## src/rtl/data_router_pkg.sv

```systemverilog
// Shared types and constants for the data_router sequencer.
package data_router_pkg;

  typedef enum logic [1:0] {
    IDLE  = 2'd0,
    RUN   = 2'd1,
    FLUSH = 2'd2,
    DONE  = 2'd3
  } state_e;

  typedef enum logic {
    PW = 1'b0,
    DW = 1'b1
  } mode_e;

  localparam int BANKW = 2;
  localparam int ROWW  = 2;

  // Column advance between consecutive depthwise tiles.
  function automatic int unsigned dw_col_step(input int unsigned pox, input int unsigned stride);
    return pox * stride;
  endfunction

endpackage

```

## src/rtl/data_router_ctrl_cnt.sv

```systemverilog
// Loop counter: counts 0..term_i, wraps to 0, clear has priority over enable.
module router_loop_cnt #(
  parameter int W = 2
) (
  input  logic         clk_i,
  input  logic         rst_ni,
  input  logic         en_i,
  input  logic         clr_i,
  input  logic [W-1:0] term_i,
  output logic [W-1:0] cnt_o,
  output logic         wrap_o
);

  logic [W-1:0] cnt_q, cnt_d;

  assign wrap_o = (cnt_q == term_i);
  assign cnt_o  = cnt_q;

  // Next count: clear, advance, or wrap at the terminal value.
  always_comb begin
    cnt_d = cnt_q;
    if (clr_i) begin
      cnt_d = '0;
    end else if (en_i) begin
      cnt_d = wrap_o ? '0 : cnt_q + 1'b1;
    end
  end

  // Count register.
  always_ff @(posedge clk_i or negedge rst_ni) begin
    if (!rst_ni) begin
      cnt_q <= '0;
    end else begin
      cnt_q <= cnt_d;
    end
  end

endmodule

```

## src/rtl/data_router_ctrl.sv

```systemverilog
// Input-buffer read address sequencer for data_router (depthwise / pointwise).
//
// Handshake: addr_valid=1 presents bank/row/col/rpsel/blkend. An address is
// consumed on a rising edge where addr_valid=1 and stall=0. If stall=1 on that
// edge the address is not consumed: it is held with addr_valid=0 and presented
// again with addr_valid=1 one cycle after stall is seen low.
module data_router_ctrl
  import data_router_pkg::*;
#(
  parameter int POX    = 16,
  parameter int POY    = 3,
  parameter int KSIZE  = 3,
  parameter int STRIDE = 2,
  parameter int COLW   = 28,
  parameter int CNTW   = 16
) (
  input  logic             clk,
  input  logic             rst_n,
  input  logic             start,
  input  logic             mode,
  input  logic [CNTW-1:0]  cfg_ntile,
  input  logic [CNTW-1:0]  cfg_ncol,
  input  logic [CNTW-1:0]  cfg_nblk,
  input  logic             stall,
  input  logic             abort,
  output logic             busy,
  output logic             done,
  output logic             addr_valid,
  output logic [BANKW-1:0] bank,
  output logic [ROWW-1:0]  row,
  output logic [COLW-1:0]  col,
  output logic [ROWW-1:0]  rpsel,
  output logic             blkend,
  output logic             dw_comp,
  output state_e           state_dbg,
  output logic [CNTW-1:0]  blk_dbg
);

  localparam logic [ROWW-1:0]  K_TERM    = ROWW'(KSIZE - 1);
  localparam logic [COLW-1:0]  COL_STEP  = COLW'(dw_col_step(POX, STRIDE));
  localparam logic [BANKW-1:0] BANK_LAST = BANKW'(POY - 1);

  // A zero count is treated as one, so the terminal value is max(v,1)-1.
  function automatic logic [CNTW-1:0] cfg_term(input logic [CNTW-1:0] v);
    return (v == '0) ? '0 : v - 1'b1;
  endfunction

  state_e           state_q;
  mode_e            mode_q;
  logic             busy_q, done_q, valid_q;
  logic [BANKW-1:0] bank_q;
  logic [COLW-1:0]  col_q;
  logic [CNTW-1:0]  tile_term_q, blk_term_q;

  logic [ROWW-1:0]  kx_cnt, ky_cnt;
  logic [CNTW-1:0]  tile_cnt, blk_cnt;
  logic             kx_wrap, ky_wrap, tile_wrap, blk_wrap;
  logic             is_dw, start_acc, abort_acc, adv, blk_last, cnt_clr;
  logic             kx_en, ky_en, tile_en, blk_en;

  assign is_dw     = (mode_q == DW);
  assign start_acc = (state_q == IDLE) && start && !abort;
  assign abort_acc = (state_q != IDLE) && abort;
  // The presented address is consumed this edge.
  assign adv       = (state_q == RUN) && valid_q && !stall && !abort;
  assign blk_last  = tile_wrap && (!is_dw || (kx_wrap && ky_wrap));
  assign cnt_clr   = start_acc || abort_acc;

  assign kx_en   = adv && is_dw;
  assign ky_en   = adv && is_dw && kx_wrap;
  assign tile_en = adv && (!is_dw || (kx_wrap && ky_wrap));
  assign blk_en  = adv && blk_last;

  router_loop_cnt #(.W(ROWW)) u_kx (
    .clk_i(clk), .rst_ni(rst_n), .en_i(kx_en), .clr_i(cnt_clr),
    .term_i(K_TERM), .cnt_o(kx_cnt), .wrap_o(kx_wrap)
  );

  router_loop_cnt #(.W(ROWW)) u_ky (
    .clk_i(clk), .rst_ni(rst_n), .en_i(ky_en), .clr_i(cnt_clr),
    .term_i(K_TERM), .cnt_o(ky_cnt), .wrap_o(ky_wrap)
  );

  router_loop_cnt #(.W(CNTW)) u_tile (
    .clk_i(clk), .rst_ni(rst_n), .en_i(tile_en), .clr_i(cnt_clr),
    .term_i(tile_term_q), .cnt_o(tile_cnt), .wrap_o(tile_wrap)
  );

  router_loop_cnt #(.W(CNTW)) u_blk (
    .clk_i(clk), .rst_ni(rst_n), .en_i(blk_en), .clr_i(cnt_clr),
    .term_i(blk_term_q), .cnt_o(blk_cnt), .wrap_o(blk_wrap)
  );

  // Pass sequencing FSM with registered status, bank and depthwise column.
  always_ff @(posedge clk or negedge rst_n) begin
    if (!rst_n) begin
      state_q     <= IDLE;
      mode_q      <= PW;
      busy_q      <= 1'b0;
      done_q      <= 1'b0;
      valid_q     <= 1'b0;
      bank_q      <= '0;
      col_q       <= '0;
      tile_term_q <= '0;
      blk_term_q  <= '0;
    end else if (abort_acc) begin
      state_q <= IDLE;
      busy_q  <= 1'b0;
      done_q  <= 1'b0;
      valid_q <= 1'b0;
      bank_q  <= '0;
      col_q   <= '0;
    end else begin
      case (state_q)
        IDLE: begin
          done_q <= 1'b0;
          if (start_acc) begin
            state_q     <= RUN;
            mode_q      <= mode_e'(mode);
            busy_q      <= 1'b1;
            valid_q     <= 1'b1;
            bank_q      <= '0;
            col_q       <= '0;
            tile_term_q <= mode ? cfg_term(cfg_ntile) : cfg_term(cfg_ncol);
            blk_term_q  <= cfg_term(cfg_nblk);
          end
        end
        RUN: begin
          if (stall) begin
            valid_q <= 1'b0;
          end else if (!valid_q) begin
            valid_q <= 1'b1;
          end else if (blk_last) begin
            col_q <= '0;
            if (blk_wrap) begin
              state_q <= FLUSH;
              valid_q <= 1'b0;
            end else begin
              bank_q <= (bank_q == BANK_LAST) ? '0 : bank_q + 1'b1;
            end
          end else if (is_dw && kx_wrap && ky_wrap) begin
            col_q <= col_q + COL_STEP;
          end
        end
        FLUSH: begin
          state_q <= DONE;
          done_q  <= 1'b1;
        end
        DONE: begin
          state_q <= IDLE;
          done_q  <= 1'b0;
          busy_q  <= 1'b0;
        end
        default: state_q <= IDLE;
      endcase
    end
  end

  assign busy       = busy_q;
  assign done       = done_q;
  assign addr_valid = valid_q;
  assign bank       = bank_q;
  assign row        = ky_cnt;
  assign rpsel      = kx_cnt;
  assign col        = is_dw ? col_q : COLW'(tile_cnt);
  assign blkend     = valid_q && blk_last;
  assign dw_comp    = is_dw;
  assign state_dbg  = state_q;
  assign blk_dbg    = blk_cnt;

endmodule

```

## config.mk

```make
export PLATFORM = sky130hd
export DESIGN_NAME = data_router_ctrl
export DESIGN_NICKNAME = d
export VERILOG_FILES = /design/src/rtl/data_router_pkg.sv /design/src/rtl/data_router_ctrl_cnt.sv /design/src/rtl/data_router_ctrl.sv
export SDC_FILE = /design/constraint.sdc
export NUM_CORES = 1
export LEC_CHECK = 0
export CAP_MARGIN = 15
export CORE_MARGIN = 2
export CORE_UTILIZATION = 28
export CTS_CLUSTER_DIAMETER = 200
export DETAILED_ROUTE_END_ITERATION = 10
export PLACE_DENSITY_LB_ADDON = 0.2
export SYNTH_ARGS = -nofsm -noshare
export SYNTH_HDL_FRONTEND = slang
export SYNTH_HIERARCHICAL = 1
export SYNTH_SLANG_ARGS = --single-unit
```

## constraint.sdc

```tcl
create_clock -name clk -period 2.71 [get_ports clk]
set_input_delay 0.271 -clock clk [delete_from_list [all_inputs] [get_ports clk]]
set_output_delay 0.271 -clock clk [all_outputs]
set_load 0.02 [all_outputs]
```

==> results of run 1 <==
-- through the flow --
step	setup WS [ns]	cell area (sq um)	hold slack [ns]
global placement	0.0757	8740	0.299
detailed placement	0.101	8740	0.290
CTS	0.127	9120	0.439
global route	0.0102	9170	0.484
floorplan	0.0134	7000	-0.0246
finish	0.159	9170	0.419
-- cell families after synthesis --
group / count (synthesis)
AND/OR/NAND/NOR: 341
multiplexers: 26
flip-flops: 99
buffers and inverters: 61
AO/OA/AOI/OAI: 149
other: 2
XOR/XNOR: 83
adder cells (fa/ha/maj): 12
-- synth_stat cells, drive strengths merged, types with 4 or more instances --
cell     count  area [sq um]
a21oi       28           140
mux2        16           180
or4          9          75.1
a221oi      12           149
xnor2       50           445
clkbuf      27           111
nor4        19           196
inv         22          85.1
a31oi        7          43.8
and3        17           111
nor3        19           100
ha          12           150
buf         12           103
nand4       21           165
nand3b       9          67.6
and2        18           113
a22o         7          61.3
a21o         4          30.0
nand3       34           175
o31ai        9          67.6
dfrtp       99          2480
nor2        67           251
or3         15          93.8
xor2        33           289
a2111oi      9           116
nand2       69           259
nor2b       13          81.3
nand2b      17           106
mux2i       10           100
a211oi       5          37.5
o21ai       41           205
-- state kept, by name, indices dropped and copies added, names as in the netlist, 2 cells and up --
signal        count
state_dbg         2
tile_term_q      16
bank              2
u_blk/cnt_o      16
u_kx/cnt_o        2
blk_term_q       16
u_ky/cnt_o        2
col_q            23
u_tile/cnt_o     16
-- final timing paths --
check	startpoint	endpoint	slack, ns	depth (start not counted)
worst max-delay path	u_tile/cnt_o[11]	blkend	0.16	7
worst min-delay path	rst_n	tile_term_q[3]	0.42	2
worst max register to register	u_tile/cnt_o[11]	col_q[22]	0.18	11
worst min register to register	blk_term_q[3]	blk_term_q[3]	0.50	2
max in group asynchronous	rst_n	u_blk/cnt_o[3]	1.63	3
min in group clk	blk_term_q[3]	blk_term_q[3]	0.50	2
-- power groups by stage --
stage	logic, mW	registers, mW	clock network, mW
after floorplan	1.39	2.12	0
after global placement	2.27	2.13	0
after detailed placement	2.27	2.14	0
after CTS	2.28	2.11	1.67
after global routing	2.55	2.16	1.72
final	2.29	2.10	1.63
-- critical path, stage by stage, from the launching register on --
cell and delay [ns]:
dfrtp_1 0.41, xor2_1 0.18, nor4_2 0.36, nand4_4 0.16
inv_4 0.08, buf_4 0.16, and3_1 0.19, dlygate4sd2_1 0.38
-- timing repair --
action,4_1_cts,5_1_grt
hold endpoints to repair,35,0
setup endpoints to repair,1,13
resized for setup,1,6
gates cloned,0,1
buffers inserted,0,2
hold buffers,1,0
pin swaps,0,3
-- cell type report --
class / count / area (sq um)
tap: 324 / 405
clock inverter: 6 / 136
sequential: 99 / 2480
fill: 2492 / 15100
clock buffer: 10 / 239
timing repair buffer: 171 / 1580
multi-input combinational: 625 / 4250
inverter: 22 / 85.1
-- metal layers --
layer / global-route usage / wire [um] / share of wire / vias up
met2: 0.244 / 8970 / 0.46 / 116
met3: 0.0244 / 783 / 0.040 / 20
met5: 0 / 0 / 0 / -
li1: - / - / - / 3095
met1: 0.215 / 9550 / 0.49 / 2862
met4: 0.0479 / 326 / 0.017 / 0
==> results by group, run 1 <==
Worst setup path
  – CP max FO: 8
  – Worst Path Arrival: 2.28 ns
  – CP endpoint kind: primary output
  – Startpoint Class: flop
  – Critical path class: reg2out
  – Required time of the critical path: roughly 2.4 ns

Routing
  – DR vias: 6093
  – Final wirelength: 19600 um
  – DR DRC count: 0
  – Routed WL per cell: 15.6 um
  – Final ANT Viol Nets: 0
  – Vias per Instance: 4.85
  – Drt first-iter violations: 299
  – DR pass1 iterations: 4

Yosys
  – FF+latch count, synth: 99
  – Synth Cell Area: ~7000 sq um
  – Synth Area in Simple Gates: 0.275
  – Sequential cell area fraction in the yosys report: 0.356
  – Largest family of logic cells by synthesized area: simple AND/OR/NAND/NOR gates
  – Multiplexer share of the synthesized area: 0.0403
  – Netlist cell types: 74
  – Syn Inst Count: about 770
  – Post-synthesis adder-cell area fraction: 0.0216
  – Yosys Warn Count: 6
  – Compound-Gate Fraction of Synth Area: 0.157
  – Post-synth EDFFs: 0
  – Top FF cell, synth: dfrtp_1
  – Mean post-synth cell area: roughly 9.0 sq um
  – Xor-xnor portion of the synthesized cell area: 0.106
  – Asr flop ratio synth: 1.00

STA
  – Final hold vios: 0
  – Measured slew at the worst slew-check pin: ~0.52 ns
  – Setup violations, final: 0
  – TNS Setup: 0 ns
  – Final critical-path required period: approximately 2.6 ns
  – Clock Skew: 0.0122 ns
  – Pins Over Slew Limit: 0
  – Slew headroom: 0.645
  – Peak Freq: around 390 MHz
  – Final Cycle Share: 0.941
  – RSZ-0062 raised after global routing: false

Final layout
  – Fin nets: 994
  – Post-route insts no fill: 1257
  – Most common cell after layout, fill and taps aside: clkdlybuf4s50_1
  – Diode count: 0
  – Most frequent cells in the layout: clkdlybuf4s50_1, dfrtp_1, nand2_1
  – Post-layout util: 0.377
  – P&R area growth vs syn: 32.0%
  – Share of cells above drive strength 1: 0.152

Floorplan
  – Row count: 57
  – Core box area: about 24000 sq um
  – I/O Pins: 111
  – Die W: 162 um
  – Initial Util: 0.286
  – Die area: 26100 sq um
  – Die Ht: 162 um

Flow run
  – Max-Cap Viols: 0

Clock network
  – Clock Tree Root: clkbuf_16
  – Clock-pin slew on the worst setup and hold paths: approximately 0.08 ns
  – Bufs on Longest Clock Path: 2
  – CTS H-tree depth: 3
  – Cts bufs inserted: 9
  – Clk_lat worst skew: 0.36 ns
  – Clock net sink count: 99
  – TritonCTS clock tree: done

Global routing
  – First-pass GRT wire length: 32400 um
  – Pin count of the biggest net entering global routing: 48
  – Vias in the first global route: 6056
  – Initial antenna violation count: 0
  – Total track usage: 0.154
  – GR Overflow Total: 0

Min path
  – Min-Delay Path Class: in2async

Power and ir drop
  – P_int: 3.86 mW
  – Pwr Density: 656 nW/um^2
  – Sw Share: 0.358
  – Sw power: 2.15 mW
  – Worst vdd ir: 0.000325 V
  – Pwr Total: 6.01 mW
  – Clock power frac: 0.271
  – Leak pwr: 3.59 nW
  – Combinational Power Share: 0.380
  – Sequential Power Share: 0.349

Placement
  – Port bufs: 110
  – Dpl cells: roughly 1.2k
  – Final weighted congestion in routability-driven placement: 0.891
  – HPWL Detailed: 14900 um

Run status
  – Status: finished clean
No activity file was read; power rests on OpenSTA's default activity.
==> run 2, diff against run 1 <==
--- a/config.mk
+++ b/config.mk
@@ -10,6 +10,7 @@
 export CORE_UTILIZATION = 28
 export CTS_CLUSTER_DIAMETER = 200
 export DETAILED_ROUTE_END_ITERATION = 10
+export MAX_ROUTING_LAYER = met4
 export PLACE_DENSITY_LB_ADDON = 0.2
 export SYNTH_ARGS = -nofsm -noshare
 export SYNTH_HDL_FRONTEND = slang
==> run 2 against run 1 <==
Flip-flop and latch count stayed put. Global-route usage is 0.47 points higher. Critical path depth stayed put. Sequential share of layout area stayed put.
==> results by group, run 2 (synthesis results as in run 1) <==
Run status
  – Status: finished clean (unchanged)

Worst setup path
  – Worst Path Arrival: 2.28 ns (about the same)
  – Required time of the critical path: 2.44 ns (about the same)
  – CP startpoint: u_tile/cnt_o[11] (unchanged)
  – CP endpoint kind: primary output (unchanged)
  – CP max FO: 8 (unchanged)
  – Startpoint Class: flop (unchanged)
  – Reg-to-reg startpoint: u_tile/cnt_o[11] (unchanged)
  – Critical path class: reg2out (unchanged)

Clock network
  – Clock Tree Root: clkbuf_16 (unchanged)
  – Clk_lat worst skew: 0.36 ns (about the same)
  – CTS H-tree depth: 3 (unchanged)
  – Bufs on Longest Clock Path: 2 (unchanged)
  – Cts bufs inserted: 9 (unchanged)
  – Clock-pin slew on the worst setup and hold paths: 0.08 ns (about the same)
  – Clock net sink count: 99 (unchanged)
  – TritonCTS clock tree: done (unchanged)

STA
  – Final Cycle Share: 0.941 (about the same)
  – Final hold vios: 0 (unchanged)
  – TNS Setup: 0 ns (unchanged)
  – Clock Skew: 0.0107 ns (was 0.0122 ns)
  – Final critical-path required period: 2.55 ns (about the same)
  – Peak Freq: 392 MHz (about the same)
  – Pins Over Slew Limit: 0 (unchanged)
  – Measured slew at the worst slew-check pin: 0.519 ns (about the same)
  – Setup violations, final: 0 (unchanged)
  – RSZ-0062 raised after global routing: false (unchanged)
  – Slew headroom: 0.645 (about the same)

Routing
  – Final wirelength: 19600 um (about the same)
  – Routed WL per cell: 15.6 um (about the same)
  – Vias per Instance: 4.86 (was 4.85)
  – DR pass1 iterations: 4 (unchanged)
  – DR vias: 6110 (was 6093)
  – Drt first-iter violations: 329 (was 299)
  – Met3 routed WL: 665 um (was 783 um)
  – WL met1: 9600 um (was 9550 um)
  – Final ANT Viol Nets: 0 (unchanged)
  – Top layer in use: met4 (unchanged)
  – DR DRC count: 0 (unchanged)
  – Routed wl met2: 9060 um (was 8970 um)

Final layout
  – Diode count: 0 (unchanged)
  – Share of cells above drive strength 1: 0.152 (unchanged)
  – Area of the multi-input gates: 4250 sq um (unchanged)
  – P&R area growth vs syn: 32.0% (unchanged)
  – Most flops, register: col_q (unchanged)
  – Fin nets: 994 (unchanged)
  – Filler cells: 2492 (unchanged)
  – Register Area: 2480 sq um (unchanged)
  – Number of flip-flops in the largest register: 23 (unchanged)
  – Most frequent cells in the layout: clkdlybuf4s50_1, dfrtp_1, nand2_1 (unchanged)
  – Most common cell after layout, fill and taps aside: clkdlybuf4s50_1 (unchanged)

Placement
  – Final weighted congestion in routability-driven placement: 0.906 (was 0.891)
  – HPWL Detailed: 14900 um (unchanged)
  – Port bufs: 110 (unchanged)

Global routing
  – GR Overflow Total: 0 (unchanged)
  – First-pass GRT wire length: 32400 um (about the same)
  – Vias in the first global route: 6054 (was 6056)
  – Total track usage: 0.159 (was 0.154)
  – Initial antenna violation count: 0 (unchanged)
  – Pin count of the biggest net entering global routing: 48 (unchanged)

Floorplan
  – Die Ht: 162 um (unchanged)
  – Die W: 162 um (unchanged)
  – Row count: 57 (unchanged)
  – Core box area: 24300 sq um (unchanged)
  – Initial Util: 0.286 (unchanged)
  – I/O Pins: 111 (unchanged)
  – Die area: 26100 sq um (unchanged)

Min path
  – Min-Delay Path Class: in2async (unchanged)

Flow run
  – Max-Cap Viols: 0 (unchanged)

Power and ir drop
  – Worst vdd ir: 0.000325 V (about the same)
  – Leak pwr: 3.59 nW (unchanged)
  – Pwr Total: 6.01 mW (about the same)
  – Combinational Power Share: 0.380 (about the same)
  – Sw Share: 0.357 (was 0.358)
  – Pwr Density: 655 nW/um^2 (was 656 nW/um^2)
  – P_int: 3.86 mW (about the same)
  – Sequential Power Share: 0.349 (about the same)
  – Clock power frac: 0.270 (was 0.271)
  – Sw power: 2.15 mW (about the same)
[run 2: cell counts in the layout (fill, tap and decap cells not counted)]
Identical to the previous run, type by type.
[run 2: final timing paths]
path	endpoint	slack, ns	depth (start not counted)
worst max-delay path	blkend	0.16	7
worst min-delay path	tile_term_q[3]	0.42	2
worst max register to register	col_q[22]	0.19	11
worst min register to register	blk_term_q[3]	0.50	2
max in group asynchronous	u_blk/cnt_o[11]	1.63	3
min in group clk	blk_term_q[3]	0.50	2
[run 2: worst max-delay path, stage by stage, from the launching register on]
cell and delay, ns:
dfrtp_1 0.41, xor2_1 0.18, nor4_2 0.36, nand4_4 0.16, inv_4 0.08, buf_4 0.16
and3_1 0.19, dlygate4sd2_1 0.38
[run 2: what timing repair did]
item	4_1_cts	5_1_grt
gates resized for setup	1	6
endpoints found under the hold margin	35	0
setup endpoints to repair	1	13
cloned	0	1
pin swaps	0	3
hold buffers	1	0
buffers inserted	0	2
[run 2: layer usage]
metal	vias up	GRT usage
met5	-	-
met4	0	0.0479
met3	17	0.0203
met2	116	0.243
met1	2878	0.218
li1	3099	-
[run 2: layout make-up]
type,count,area share
Multi-Input combinational cell,625,0.463
Clock inverter,6,0.0149
Clock buffer,10,0.0261
Sequential cell,99,0.270
Inverter,22,0.00928
Timing Repair Buffer,171,0.173
Tap cell,324,0.0442
[run 2: per-stage QoR]
step | std cells | util | hold slack (ns) | cell area, sq um | setup WS, ns
floorplan | 785 | - | -0.0246 | 7000 | 0.0134
detailed placement | 1237 | 0.359 | 0.290 | 8740 | 0.101
finish | 1257 | 0.377 | 0.421 | 9170 | 0.159
global route | 1257 | 0.377 | 0.484 | 9170 | 0.0108
global placement | 1237 | 0.359 | 0.299 | 8740 | 0.0757
CTS | 1254 | 0.375 | 0.439 | 9120 | 0.127
[run 2: power groups by stage]
| stage | Sequential (mW) | Clock, mW | Combinational, mW |
|---|---|---|---|
| after global placement | 2.13 | 0 | 2.27 |
| after detailed placement | 2.14 | 0 | 2.27 |
| after global routing | 2.16 | 1.72 | 2.55 |
| after CTS | 2.11 | 1.67 | 2.28 |
| final | 2.10 | 1.63 | 2.29 |
| after floorplan | 2.12 | 0 | 1.39 |
==> run 3, diff against run 2 <==
--- a/config.mk
+++ b/config.mk
@@ -5,13 +5,13 @@
 export SDC_FILE = /design/constraint.sdc
 export NUM_CORES = 1
 export LEC_CHECK = 0
-export CAP_MARGIN = 15
 export CORE_MARGIN = 2
 export CORE_UTILIZATION = 28
 export CTS_CLUSTER_DIAMETER = 200
 export DETAILED_ROUTE_END_ITERATION = 10
 export MAX_ROUTING_LAYER = met4
 export PLACE_DENSITY_LB_ADDON = 0.2
+export REMOVE_ABC_BUFFERS = 1
 export SYNTH_ARGS = -nofsm -noshare
 export SYNTH_HDL_FRONTEND = slang
 export SYNTH_HIERARCHICAL = 1
==> run 3 against run 2 <==
Global-route usage decreased by 0.49 points. Register-to-register slack got worse by 0.03 ns. Combinational power about the same. Sequential share of layout area rose by 0.14 points. Final cell count did not move. Clock skew is 0.0017 ns lower. Critical endpoint is now col_q[22]. Clock power is 20% lower. Via count down 0.20%. Critical path type is now reg2reg. Final area fell by 0.50%. Worst setup slack gained 0.0038 ns. Critical path depth rose by 4.
==> results by group, run 3 (synthesis results as in run 1) <==
Worst setup path
  – CP max FO: 7 (was 8)
  – Required time of the critical path: 2.98 ns (was 2.44 ns)
  – Cell mode on critical path: buf_6
  – Crit-path cells: xor2_1, nor4_2, nand4_4, inv_4, inv_1, o2111ai_4, buf_6, nand3_4, buf_6, or4_1, a21oi_1 (was xor2_1, nor4_2, nand4_4, inv_4, buf_4, and3_1, dlygate4sd2_1)
  – Gate family responsible for the most delay along the worst path: simple AND/OR/NAND/NOR gates (unchanged)
  – R2r setup slk: 0.16 ns (was 0.19 ns)
  – CP peak stage delay: 0.41 ns (about the same)
  – CP endpoint kind: flop (was primary output)
  – Worst Path Arrival: 2.82 ns (was 2.28 ns)
  – Worst Path Buf+Inv: 4 (was 3)
  – Worst R2R End: col_q[22] (unchanged)
  – Startpoint Class: flop (unchanged)
  – Reg-to-reg startpoint: u_tile/cnt_o[2] (was u_tile/cnt_o[11])
  – Critical Path Slowest Stage Cell: nor4_2 (was dfrtp_1)
  – Reg2reg path depth: 11 (unchanged)
  – Critical path class: reg2reg (was reg2out)

Global routing
  – Pin count of the biggest net entering global routing: 53 (was 48)
  – First-pass GRT wire length: 31500 um (was 32400 um)
  – Initial antenna violation count: 0 (unchanged)
  – Total track usage: 0.154 (was 0.159)
  – GR Overflow Total: 0 (unchanged)
  – Vias in the first global route: 5968 (was 6054)

Routing
  – DR pass1 iterations: 4 (unchanged)
  – Routed WL per cell: 15.3 um (was 15.6 um)
  – Drt first-iter violations: 325 (was 329)
  – DR vias: 6098 (was 6110)
  – Vias per Instance: 4.85 (was 4.86)
  – WL met1: 9800 um (was 9600 um)
  – DR DRC count: 0 (unchanged)
  – Final wirelength: 19300 um (was 19600 um)
  – Final ANT Viol Nets: 0 (unchanged)
  – Met3 routed WL: 474 um (was 665 um)
  – Routed wl met2: 8760 um (was 9060 um)
  – Top layer in use: met4 (unchanged)

STA
  – Slew headroom: 0.539 (was 0.645)
  – Pins Over Slew Limit: 0 (unchanged)
  – Setup violations, final: 0 (unchanged)
  – RSZ-0062 raised after global routing: true (was false)
  – Final Cycle Share: 0.940 (was 0.941)
  – Clock Skew: 0.00902 ns (was 0.0107 ns)
  – Measured slew at the worst slew-check pin: 0.691 ns (was 0.519 ns)
  – Peak Freq: 393 MHz (was 392 MHz)
  – Final critical-path required period: 2.55 ns (about the same)
  – Final hold vios: 0 (unchanged)
  – TNS Setup: 0 ns (unchanged)

Flow run
  – Max-Cap Viols: 0 (unchanged)

Final layout
  – P&R area growth vs syn: 31.3% (was 32.0%)
  – Number of flip-flops in the largest register: 23 (unchanged)
  – Fin nets: 995 (was 994)
  – Diode count: 0 (unchanged)
  – Most frequent cells in the layout: clkdlybuf4s50_1, dfrtp_1, nand2_1 (unchanged)
  – Share of cells above drive strength 1: 0.151 (was 0.152)
  – Most flops, register: col_q (unchanged)
  – Most common cell after layout, fill and taps aside: clkdlybuf4s50_1 (unchanged)
  – Design Area, Final: 9130 sq um (was 9170 sq um)
  – Post-route insts no fill: 1257 (unchanged)

Power and ir drop
  – Leak pwr: 3.56 nW (was 3.59 nW)
  – Sequential Power Share: 0.368 (was 0.349)
  – Worst vdd ir: 0.000282 V (was 0.000325 V)
  – P_int: 3.61 mW (was 3.86 mW)
  – Combinational Power Share: 0.403 (was 0.380)
  – Sw power: 2.12 mW (was 2.15 mW)
  – Sw Share: 0.370 (was 0.357)
  – Clock power frac: 0.229 (was 0.270)
  – Pwr Density: 627 nW/um^2 (was 655 nW/um^2)

Clock network
  – Clock net sink count: 99 (unchanged)
  – Clk_lat worst skew: 0.35 ns (was 0.36 ns)
  – Clock-pin slew on the worst setup and hold paths: 0.07 ns (was 0.08 ns)
  – Bufs on Longest Clock Path: 2 (unchanged)
  – Cts bufs inserted: 9 (unchanged)
  – TritonCTS clock tree: done (unchanged)
  – CTS H-tree depth: 3 (unchanged)
  – Clock Tree Root: clkbuf_16 (unchanged)

Floorplan
  – Die area: 26100 sq um (unchanged)
  – Row count: 57 (unchanged)
  – Initial Util: 0.286 (unchanged)
  – Die W: 162 um (unchanged)
  – Die Ht: 162 um (unchanged)
  – Core box area: 24300 sq um (unchanged)
  – I/O Pins: 111 (unchanged)

Placement
  – Final weighted congestion in routability-driven placement: 0.849 (was 0.906)
  – Port bufs: 110 (unchanged)
  – Placed cell areas: 8750 sq um (was 8740 sq um)
  – Dpl cells: 1238 (was 1237)
  – HPWL Detailed: 14800 um (was 14900 um)

Run status
  – Status: finished clean (unchanged)

Min path
  – Min-Delay Path Class: in2async (unchanged)
## run 3: worst max path at each step
stage          slack (ns)              end       startpoint  cells past startpoint
2_1_floorplan       -1.04   u_blk/cnt_o[9]     state_dbg[0]                      8
3_3_place_gp        -0.04  tile_term_q[15]     cfg_ncol[10]                      6
3_5_place_dp        -0.02        col_q[22]  u_tile/cnt_o[2]                     11
4_1_cts              0.02        col_q[22]  u_tile/cnt_o[5]                     11
5_1_grt             -0.02        col_q[21]  u_tile/cnt_o[2]                     10
6_report             0.16        col_q[22]  u_tile/cnt_o[2]                     11
## run 3: timing repair
item / in CTS / in global routing
pin swaps: 1 / 5
buffers inserted: 0 / 2
resized for setup: 2 / 9
cloned: 0 / 1
hold buffers: 1 / 0
endpoints found under the hold margin: 36 / 0
setup endpoints to repair: 6 / 22
## run 3: per-layer routing
metal	global-route usage	vias to the layer above
li1	-	3090
met1	0.219	2881
met2	0.228	110
met3	0.0200	17
met4	0.0442	0
met5	-	-
## run 3: power by group through the flow
| stage | sequential, mW | combinational (mW) | clock, mW |
|---|---|---|---|
| floorplan | 2.17 | 1.27 | 0 |
| global placement | 2.13 | 2.26 | 0 |
| detailed placement | 2.14 | 2.27 | 0 |
| CTS | 2.11 | 2.28 | 1.36 |
| global route | 2.16 | 2.55 | 1.41 |
| finish | 2.11 | 2.31 | 1.31 |
## run 3: per-stage QoR
stage	util	hold WS (ns)	setup WS [ns]	power [mW]
floorplan	-	-0.0246	-1.04	3.44
global placement	0.360	0.361	-0.0372	4.39
detailed placement	0.360	0.354	-0.0198	4.40
CTS	0.372	0.499	0.0244	5.75
global route	0.375	0.526	-0.0188	6.12
finish	0.375	0.493	0.163	5.72
## run 3: area by class of cell
| class | instances | area, sq um |
|---|---|---|
| multi-input cells | 625 | 4270 |
| inverters | 22 | 85.1 |
| clock buffers | 13 | 260 |
| repair buffers | 172 | 1600 |
| flip-flops and latches | 99 | 2480 |
| well taps | 324 | 405 |
| clock inverters | 2 | 35.0 |
| fillers | 2448 | 15200 |
## run 3: worst reg2reg max path: cells and delay by family (launching register included)
kind,cells,cell delay [ns]
AND/OR/NAND/NOR,4,1.04
AO/OA/AOI/OAI,2,0.40
buffers and inverters,4,0.48
flip-flops,1,0.39
XOR/XNOR,1,0.17
==> variant 1 (settings of run 2) <==
The parameter `CNTW` goes from 16 to 15.
--- a/src/rtl/data_router_ctrl.sv
+++ b/src/rtl/data_router_ctrl.sv
@@ -12,7 +12,7 @@
   parameter int KSIZE  = 3,
   parameter int STRIDE = 2,
   parameter int COLW   = 28,
-  parameter int CNTW   = 16
+  parameter int CNTW   = 15
 ) (
   input  logic             clk,
   input  logic             rst_n,
Interface: changed (resized blk_dbg, cfg_nblk, cfg_ncol and cfg_ntile); port bits go from 111 to 107. The function was not compared with the original's and may differ.
==> variant 1 against run 2 <==
The flow now finishes with violations (negative hold slack); wire length decreased by 8.1%; sequential cell count decreased by 4; clock skew about the same; final area decreased by 7.2%; global-route usage increased by 0.11 points; synthesized area decreased by 8.1%; setup slack improved by 0.033 ns; power decreased by 14%; final cell count decreased by 5.3%.
==> variant 1: results (changes against run 2) <==
POWER.INTERNAL_uW=3320  # was 3860 uW
LEAKAGEPOWER_uW=0.00352  # was 0.00359 uW
TIGHTEST_SLEW_NS=0.817  # was 0.519 ns
RUN_STATUS='finished, violations left'  # was finished clean
PLACE_CONGESTION=0.907  # was 0.906
FINAL_HOLD_SLACK_NS=-0.0286  # was 0.421 ns
TIMING.CRITICAL_PATH.FROM='u_tile/cnt_o[2]'  # was u_tile/cnt_o[11]
GRT_FIRST_PASS_WIRELENGTH_UM=30000  # was 32400 um
DR.FIRST_ITER.DRC_COUNT=328  # was 329
GRT.MET1_USAGE_PCT=21.5  # was 21.8%
FINAL-HOLD-VIOLATION-COUNT=8  # was 0
VIOLATIONS_IN_THE_FINAL_REPORTS='negative hold slack'
FLOPS_LATCHES_SYNTH=95  # was 99
FRACTION_OF_LAYOUT_INSTANCES_USING_A_DRIVE_STRENGTH_ABOVE_1_PCT=11.7  # was 15.2%
GRT_UTIL_MET2_PCT=24.7  # was 24.3%
CRITICAL_PATH.REG2REG.STARTPOINT='u_tile/cnt_o[2]'  # was u_tile/cnt_o[11]
VDD_DROP_MAX_V=0.000324  # was 0.000325 V
GLOBALROUTETOTALUTIL_PCT=16.0  # was 15.9%
DR_WL_MET2_UM=8220  # was 9060 um
COMB_POWER_SHARE_PCT=35.4  # was 38.0%
CRITPATHCAPTURE='col_q[14]'  # was blkend
POWER_IN_SEQUENTIAL_CELLS_uW=1930  # was 2100 uW
NUMBER_OF_LIBRARY_CELL_TYPES_MAPPED_BY_SYNTHESIS=67  # was 74
SEQ-CELL-SHARE_PCT=27.9  # was 27.0%
BUFFERS_EXCL_CLOCK=163  # was 171
SYNTH_TOP_CELLS_BY_COUNT='95 x sky130_fd_sc_hd__dfrtp_1, 86 x sky130_fd_sc_hd__nor2_1, 75 x sky130_fd_sc_hd__nand2_1'  # was 99 x sky130_fd_sc_hd__dfrtp_1, 69 x sky130_fd_sc_hd__nand2_1, 67 x sky130_fd_sc_hd__nor2_1
==> variant 1: cell count changes in the layout (fill, tap and decap cells not counted), sizes merged, moves of 5 or more <==
cell / change
a2111oi: -9
nand2b: -5
mux2: -5
xnor2: -25
nor2: +19
inv: +6
and3: -8
nand2: +6
xor2: +26
nand3b: -5
a22o: -6
==> variant 1: cell families after synthesis <==
| family | synth area share (%) |
|---|---|
| AOI/OAI and AO/OA | 15.0 |
| xor gates and xnor gates | 11.5 |
| muxes | 3.19 |
| DFF | 37.2 |
| buffers and inverters | 3.57 |
| and+or+nand+nor | 27.0 |
| other | 0.118 |
| adders and majority gates | 2.35 |
==> variant 1: stage by stage <==
stage               worst slack (ns)  cells  hold WS (ns)  area, um^2
floorplan                     0.0723    755       -0.0246        6430
CTS                          0.00341   1184       0.00729        8450
finish                         0.192   1191       -0.0286        8510
global placement              0.0733   1168         0.385        8120
global route                 0.00109   1191        0.0414        8510
detailed placement            0.0343   1168         0.388        8120
==> variant 2 (config.mk and constraints of run 2) <==
Without the edit above. Register the output `blk_dbg`, cleared by the reset; this adds one clock of latency there. The other outputs are not delayed to match.
--- a/src/rtl/data_router_ctrl.sv
+++ b/src/rtl/data_router_ctrl.sv
@@ -166,7 +166,13 @@
   assign blkend     = valid_q && blk_last;
   assign dw_comp    = is_dw;
   assign state_dbg  = state_q;
-  assign blk_dbg    = blk_cnt;
+  always_ff @(posedge clk or negedge rst_n) begin
+    if (!rst_n) begin
+      blk_dbg <= '0;
+    end else begin
+      blk_dbg <= blk_cnt;
+    end
+  end
 
 endmodule
 
Function: changed (Yosys sat finds a counterexample within 4 cycles, from zero or initial values and one cycle with rst_n low).
==> variant 2 against run 2 <==
Register-to-register slack got worse by 0.07 ns; sequential cell count grew 16; setup slack worse by 0.034 ns; synthesized area grew 5.5%; final area rose by 7.4%; sequential power up 12%; power increased by 18%; fmax shrank 1.3%; wire length rose by 2.7%; final cell count is 3.1% higher; critical endpoint is now col_q[23]; die area up 5.4%; largest power group is now the clock network.
==> variant 2: results (changes against run 2) <==
CLKLATENCYLATEPIN_NS=0.42  # was 0.36 ns
FIN_CELLS=1296  # was 1257
H-TREE-DEPTH=4  # was 3
FRACTION_OF_LAYOUT_INSTANCES_USING_A_DRIVE_STRENGTH_ABOVE_1_PCT=16.0  # was 15.2%
MULTIPLEXER_FRACTION_OF_THE_SYNTHESIZED_CELL_AREA_PCT=3.69  # was 4.03%
SETUP.REG_TO_REG.WORST_SLACK_NS=0.12  # was 0.19 ns
TOTAL_CTS_BUFFERS=17  # was 9
DR_WL_CELL_UM=15.5  # was 15.6 um
MULTIINPUTGATEAREA_UM2=4240  # was 4250 um^2
FILLCELLCOUNT=2586  # was 2492
CLOCK_CELL_AREA_SHARE_PCT=6.66  # was 4.09%
RUN_STATUS='finished clean'  # unchanged
CRITICAL-PATH-SLOWEST-CELL='sky130_fd_sc_hd__or4_1'  # was sky130_fd_sc_hd__dfrtp_1
BUFFERS_EXCL_CLOCK=168  # was 171
MIN_PERIOD_NS=2.59  # was 2.55 ns
LEAKAGEPOWER_uW=0.00391  # was 0.00359 uW
DR.FIRST_ITER.DRC_COUNT=405  # was 329
SYNTH_TOP_CELLS_BY_COUNT='115 x sky130_fd_sc_hd__dfrtp_1, 72 x sky130_fd_sc_hd__nor2_1, 59 x sky130_fd_sc_hd__nand2_1'  # was 99 x sky130_fd_sc_hd__dfrtp_1, 69 x sky130_fd_sc_hd__nand2_1, 67 x sky130_fd_sc_hd__nor2_1
POWER_IN_SEQUENTIAL_CELLS_uW=2350  # was 2100 uW
CRITICAL_PATH.REG2REG.STARTPOINT='u_tile/cnt_o[14]'  # was u_tile/cnt_o[11]
SEQ-CELL-SHARE_PCT=29.2  # was 27.0%
POST_SYNTH_FA_HA_MAJ_AREA_FRACTION_PCT=2.05  # was 2.16%
SWSHARE_PCT=33.6  # was 35.7%
MAX_CLOCK_SKEW_NS=0.0114  # was 0.0107 ns
CLOCK_POWER_SHARE_PCT=35.4  # was 27.0%
GRT_MAX_DEGREE=50  # was 48
DR_WL_MET3_UM=667  # was 665 um
CRITICAL_PATH_PEAK_FANOUT=15  # was 8
AREA_OF_THE_MAPPED_NETLIST_UM2=7330  # was 6950 um^2
SYNTHESIS.AREA_PER_INSTANCE_UM2=9.29  # was 8.99 um^2
GRT_FIRST_PASS_WIRELENGTH_UM=33500  # was 32400 um
AREA_GROWTH_SYN_TO_LAYOUT_PCT=34.3  # was 32.0%
VDD_DROP_MAX_V=0.000510  # was 0.000325 V
FINALPOWER_uW=7100  # was 6010 uW
VIAS=6391  # was 6110
==> variant 2: cell types whose count changed after synthesis, moves of 6 or more <==
cell | before | now
sky130_fd_sc_hd__o21ai_0 | 41 | 22
sky130_fd_sc_hd__dfrtp_1 | 99 | 115
sky130_fd_sc_hd__o31ai_1 | 9 | 23
sky130_fd_sc_hd__nand2_1 | 69 | 59
sky130_fd_sc_hd__or3_1 | 15 | 7
sky130_fd_sc_hd__a221oi_2 | 7 | 0
sky130_fd_sc_hd__xnor2_1 | 49 | 42
sky130_fd_sc_hd__nand3b_1 | 9 | 3
==> variant 2: worst min-delay path by stage <==
stage,endpoint,cells after the start,slack (ns)
floorplan,addr_valid,0,-0.02
global placement,blk_dbg[6],1,0.35
detailed placement,blk_dbg[11],1,0.35
CTS,done,1,0.49
global route,done,1,0.50
finish,blk_dbg[15],2,0.48
==> variant 2: layer usage <==
layer  vias to the layer above  GRT usage (%)
li1                       3183              -
met2                       140           22.2
met3                        16           2.41
met1                      3052           22.5
met4                         0           4.20
met5                         -              -
